===== src/rtl/positmult_stream_ctrl.sv =====
// Valid/ready stream wrapper around a fixed-latency posit multiplier with credit-based issue into an output FIFO.
// Optional pop statistics outputs when POSITMULT_STREAM_STATS_EN is defined.
module positmult_stream_ctrl #(
  parameter int DEPTH    = 8,
  parameter int MULT_LAT = 4,
  parameter int CW       = 4
) (
  input  logic        clk,
  input  logic        reset,
  input  logic        in_valid,
  output logic        in_ready,
  input  logic [31:0] in_a,
  input  logic [31:0] in_b,
  output logic [31:0] mult_in1,
  output logic [31:0] mult_in2,
  output logic        mult_start,
  input  logic [31:0] mult_result,
  input  logic        mult_inf,
  input  logic        mult_zero,
  input  logic        mult_done,
  output logic        out_valid,
  input  logic        out_ready,
  output logic [31:0] out_data,
  output logic        out_inf,
  output logic        out_zero
`ifdef POSITMULT_STREAM_STATS_EN
  ,
  output logic [31:0] stat_products,
  output logic [31:0] stat_inf,
  output logic [31:0] stat_zero
`endif
);

  localparam int AW = $clog2(DEPTH);

  typedef enum logic {FLUSH, RUN} state_t;

  state_t        state, state_next;
  logic [CW-1:0] flush_cnt;
  logic [CW-1:0] count;
  logic [CW-1:0] inflight;
  logic [AW-1:0] rd_ptr;
  logic [AW-1:0] wr_ptr;
  logic [33:0]   mem [DEPTH];
  logic [CW:0]   credit_sum;
  logic          issue;
  logic          push;
  logic          pop;

  // Stale products from before reset are dropped by gating push on RUN.
  always_comb begin
    state_next = state;
    if (state == FLUSH && flush_cnt == CW'(MULT_LAT - 1))
      state_next = RUN;
  end

  always_comb begin
    credit_sum = {1'b0, count} + {1'b0, inflight};
    in_ready   = (state == RUN) && (credit_sum < (CW + 1)'(DEPTH));
    issue      = in_valid & in_ready;
    push       = (state == RUN) & mult_done;
    out_valid  = (count != '0);
    pop        = out_valid & out_ready;
    mult_in1   = in_a;
    mult_in2   = in_b;
    mult_start = issue;
    out_data   = mem[rd_ptr][31:0];
    out_zero   = mem[rd_ptr][32];
    out_inf    = mem[rd_ptr][33];
  end

  always_ff @(posedge clk) begin
    if (reset) begin
      state     <= FLUSH;
      flush_cnt <= '0;
      count     <= '0;
      inflight  <= '0;
      rd_ptr    <= '0;
      wr_ptr    <= '0;
    end else begin
      state <= state_next;
      if (state == FLUSH)
        flush_cnt <= flush_cnt + 1'b1;
      case ({issue, push})
        2'b10:   inflight <= inflight + 1'b1;
        2'b01:   inflight <= inflight - 1'b1;
        default: inflight <= inflight;
      endcase
      case ({push, pop})
        2'b10:   count <= count + 1'b1;
        2'b01:   count <= count - 1'b1;
        default: count <= count;
      endcase
      if (push)
        wr_ptr <= wr_ptr + 1'b1;
      if (pop)
        rd_ptr <= rd_ptr + 1'b1;
    end
  end

  always_ff @(posedge clk) begin
    if (push)
      mem[wr_ptr] <= {mult_inf, mult_zero, mult_result};
  end

`ifdef POSITMULT_STREAM_STATS_EN
  always_ff @(posedge clk) begin
    if (reset) begin
      stat_products <= '0;
      stat_inf      <= '0;
      stat_zero     <= '0;
    end else if (pop) begin
      stat_products <= stat_products + 1'b1;
      if (out_inf)
        stat_inf <= stat_inf + 1'b1;
      if (out_zero)
        stat_zero <= stat_zero + 1'b1;
    end
  end
`endif

endmodule

===== config.mk =====
export PLATFORM = sky130hd
export DESIGN_NAME = positmult_stream_ctrl
export DESIGN_NICKNAME = d
export VERILOG_FILES = /design/src/rtl/positmult_stream_ctrl.sv
export SDC_FILE = /design/constraint.sdc
export NUM_CORES = 1
export LEC_CHECK = 0
export ABC_AREA = 1
export BUFFER_PORTS_ARGS = -buffer_cell sky130_fd_sc_hd__buf_2
export CELL_PAD_IN_SITES_DETAIL_PLACEMENT = 1
export CELL_PAD_IN_SITES_GLOBAL_PLACEMENT = 1
export CORE_ASPECT_RATIO = 1.5
export CORE_UTILIZATION = 48
export CTS_CLUSTER_SIZE = 28
export DETAILED_ROUTE_END_ITERATION = 8
export PLACE_DENSITY_LB_ADDON = 0.1
export SLEW_MARGIN = 0
export SYNTH_ARGS = -nofsm -noshare
export SYNTH_HDL_FRONTEND = slang
export SYNTH_SLANG_ARGS = --single-unit

===== constraint.sdc =====
create_clock -name clk -period 6.4 [get_ports clk]
set_input_delay 0.32 -clock clk [delete_from_list [all_inputs] [get_ports clk]]
set_output_delay 0.32 -clock clk [all_outputs]
set_load 0.05 [all_outputs]

Word-level counts from Yosys, hierarchy flattened
Memory sizes are Yosys's and may differ from the RTL's. A register that Yosys moved wholly into a read port is not among the register bits. Index checks and enable logic that the tools add are counted.

Latch bits: 0. Flip-flop bits (word level): 19. Output and inout bits: 101. Memories kept: 1. Word-level logic and storage cells: 36. ROM bits: 0. RAM bits: 272.

Memories: mem (depth 8, width 34, read ports 1, clocked after memory_dff 1, write ports 1, RTL line 44) `logic [33:0] mem [DEPTH];`.

Div/mod/pow operators: 0. Reductions and logical operators: 5. Mux-type cells: 6. Bitwise gates (word level): 4. Shift operators: 0. $mul: 0. $lt $le $gt $ge: 1. Equality and inequality tests: 5. Add/sub/neg operators: 8.

Operator list (count): $pmux W4 S2 (2); $add A4 B1 Y4 const B (3); $sub A4 B1 Y4 const B (2); $add A3 B1 Y3 const B (2); $mux W3 (2); $add A4 B4 Y5 (1); $lt A5 B4 Y1 const B (1); $eq A2 B1 Y1 const B (2); $eq A2 B2 Y1 const B (2); $eq A4 B2 Y1 const B (1); $reduce_bool A2 Y1 (2); $reduce_bool A4 Y1 (1); $and A1 B1 Y1 (3); $logic_and A1 B1 Y1 (2); $mux W1 (2); $not A1 Y1 (1).

Longest topological paths before layout
Word-level depth: 6. Gate-level depth with buffers: 15. Depth with buffers taken out: 15.

Least setup slack after synthesis
OpenSTA, ideal clock, no wires.

Kind: reg2reg. From: register state. To: memory mem[0][0], enable pin. Path buffers: 0. Setup time: 0.425 ns. Slack: 3.843 ns. Required time: 5.975 ns. Cell stages (with the launch flop): 5. Arrival: 2.132 ns. Cells stage by stage: dfxtp_1 > nand2_1 > inv_1 > nand2_1 > nor2_1.

Longest elaborated chain between the ends: 3.

Ends and longest elaborated chain: start, declared (RTL line 38) `state_t state, state_next;`; start signal, assigned (RTL line 81) `state <= state_next;`; $and A1 B1 Y1 (RTL line 61) `push = (state == RUN) & mult_done;`; net push (RTL line 47) `logic push;`; $mux W1 (RTL line 102) `if (push)`; $mux W1 (not written as such) (RTL line 103) `mem[wr_ptr] <= {mult_inf, mult_zero, mult_result};`; end, declared (RTL line 44).

The timed path passes the listed nets, and every way through them passes these cells.

==> flow_summary.ini <==
[sta]
finalMaxSlewViolations = 0
finalSetupTns_ns = 0
setup_viol = 0
worst_pin_slew_ns = 1.00
fin_crit_sh = 0.651
period_needed_ns = 4.17
final.setup_skew_ns = 0.00683
rsz0062_at_grt = no
finalHoldViolCount = 0
max-slew-margin-rel = 0.330
max_freq_mhz = 240

[worst_setup_path]
path_delay_family = buffers and inverters
crit_arrival_ns = 3.85
reg2reg_slack_ns = 3.99
r2r-start = count[3]
rr_worst_depth = 11
cpMaxStageDelayCell = clkinv_2
crit_fanout = 73
crit_buf_inv = 3
critPathRequiredTime_ns = 6.08
crit_path_start_kind = flop
r2r_end = inflight[3]
cp_cell_sequence = clkinv_2, buf_4, o21ai_0, nand2_1, nand2_1, nand2_1, buf_2
cp-end-kind = primary output
path_common_cell = nand2_1
worstSetupPathType = reg2out
max_stage_delay_ns = 0.97

[min_path]
hold_end = mem[3][1]
hp-class = in2reg
min_path_cells = 1
min_from = mult_result[1]

[floorplanning]
die-height_microns = 200
initial_utilization = 0.487
io_pins = 204
die-width_microns = 134
dieArea_sq_mm = 0.0267
core_area_sq_mm = 0.0257
fp-row-count = 72

[placed_design]
place_hpwl_mm = 16.1
portBuffers = 75
routabilityCongestion = 0.709

[status]
outcome = finished, final reports clean

[final_layout]
antennaDiodeCount = 0
seq_area_sq_mm = 0.00861
area.growth.synth_to_final_pct = 8.92
nFillCells = 2777
final_layout_size_suffix_gt1_frac = 0.125
multiInputGateArea_sq_mm = 0.00305
layout.nets = 1255

[global_routing]
grt_overflow_total = 0
antenna_found_initial = 1
grt_max_degree = 74
grt_pass1_vias = 8396
grt_usage = 0.220
grt_first_pass_wirelength_mm = 44.9

[drt]
drtPass1Iterations = 5
ant_nets = 0
via_per_inst = 5.32
wire_per_inst_microns = 19.4
drcViolationCount = 0
drt_iter0_drc = 532
wirelength_mm = 28.9
vias = 7939

[synth]
synth_top_area_cell = edfxtp_1
yosysSeqAreaShare = 0.689
synth_seq_cells = 294
synth.net_count = 1255
yosysMostFrequentCell = nor2_1
syn_area_sq_mm = 0.0125
synth-main-ff-cell = edfxtp_1
synth.top_cell.area_share = 0.653
synth.top_cells.by_area = edfxtp_1 (65%), nor2_1 (8.9%), nand2_1 (6.2%), o21ai_0 (4.2%), buf_4 (4.1%)
netlist_top_cells_count = nor2_1 (297), edfxtp_1 (272), nand2_1 (206)
synthCells = 1138
ys_types = 27
synth_edf_count = 272
avgSynthCellArea_sq_um = 11.0
ys_warn_count = 0
synthArstFlopShare = 0

[clock_tree]
clock_path_buffers = 3
post_cts_resized = 0
htree_levels = 1
cts-root-buf = clkbuf_16
cts_setup_buffers = 0
clock-sinks = 294
cts_tree = built
clk-insertion-delay-late_ns = 0.52
path_clk_slew_ns = 0.06
ctsHoldBuffers = 0
cts_buffers = 27

[power_and_ir_drop]
power.density_mw_per_mm2 = 419
power_mw = 5.70
ir_drop_mv = 0.316
power.leakage_nw = 5.12

[run]
maxCapViolations = 0
registers in the layout, indices dropped and copies added, names as in the netlist, named ones only:
register and flops:
inflight 4, mem 272, count 4, wr_ptr 3, state 1, flush_cnt 4
rd_ptr 3
logic make-up after synthesis:
| kind of cell | synth area share |
|---|---|
| and+or+nand+nor | 0.157 |
| DFF | 0.689 |
| AOI/OAI and AO/OA | 0.0645 |
| buffers and inverters | 0.0724 |
| adders and majority gates | 0.0152 |
| xor gates and xnor gates | 0.00210 |
per-layer routing:
layer  routed length [microns]  track usage
met1                     11800        0.257
met2                     15400        0.418
met3                      1180       0.0325
met4                       463       0.0535
met5                        11            0
worst register-to-register path: cells and delay by family (launching register included):
| family | cells | cell delay, ns |
|---|---|---|
| simple gates | 7 | 0.99 |
| fa+ha+maj | 3 | 0.85 |
| flops | 1 | 0.44 |
| buf+inv | 1 | 0.03 |
how the worst max path moves through the flow:
stage	start	to	slack [ns]	cells after the start
finish	flop	out_data[13]	2.23	7
global route	flop	out_data[19]	1.88	7
CTS	flop	out_data[13]	2.13	7
detailed placement	flop	out_data[13]	2.68	7
global placement	flop	out_data[18]	2.75	7
floorplan	state	mem[0][0]	3.84	4
cells in the final DEF (no fill, tap or decap):
cell type | netlist | routed
ha_1 | 12 | 12
nand3_1 | 8 | 8
clkinv_2 | 0 | 5
clkinvlp_4 | 0 | 1
inv_1 | 29 | 29
xor2_1 | 1 | 1
nor3_1 | 1 | 1
dfxtp_1 | 22 | 19
nor3b_1 | 1 | 1
clkbuf_16 | 0 | 27
clkbuf_8 | 0 | 7
dfxtp_2 | 0 | 2
or2_2 | 2 | 2
nor2_4 | 0 | 8
fa_1 | 2 | 2
o21ai_1 | 43 | 43
clkinv_1 | 1 | 4
o21ai_0 | 104 | 104
and2_1 | 1 | 1
bufinv_16 | 0 | 4
dfxtp_4 | 0 | 1
buf_2 | 17 | 75
and3_1 | 1 | 1
nor2_1 | 297 | 289
buf_4 | 68 | 13
edfxtp_1 | 272 | 272
clkbuf_1 | 17 | 4
a21oi_1 | 14 | 14
nand2_1 | 206 | 206
xnor2_1 | 2 | 2
power by group:
group          switching [mW]  internal [mW]
logic                    1.33          0.447
registers              0.0932           2.14
clock network           0.680           1.01
cell type report:
type                       count  area share
sequential                   294       0.633
multi-input combinational    695       0.224
clock buffer                  38      0.0578
timing repair buffer          88      0.0347
tap                          333      0.0306
clock inverter                11      0.0113
inverter                      32     0.00901
stage by stage:
stage / hold slack, ns / setup slack [ns] / std cells / area, sq um / util
final: 0.0677 / 2.23 / 1491 / 13600 / 0.530
after global routing: 0.0671 / 1.88 / 1491 / 13600 / 0.530
after CTS: 0.0585 / 2.13 / 1491 / 13600 / 0.530
after detailed placement: 0.468 / 2.68 / 1442 / 12700 / 0.494
after global placement: 0.469 / 2.75 / 1442 / 12700 / 0.494
after floorplan: 0.419 / 3.84 / 1138 / 12500 / -
No activity file was read; power rests on OpenSTA's default activity.
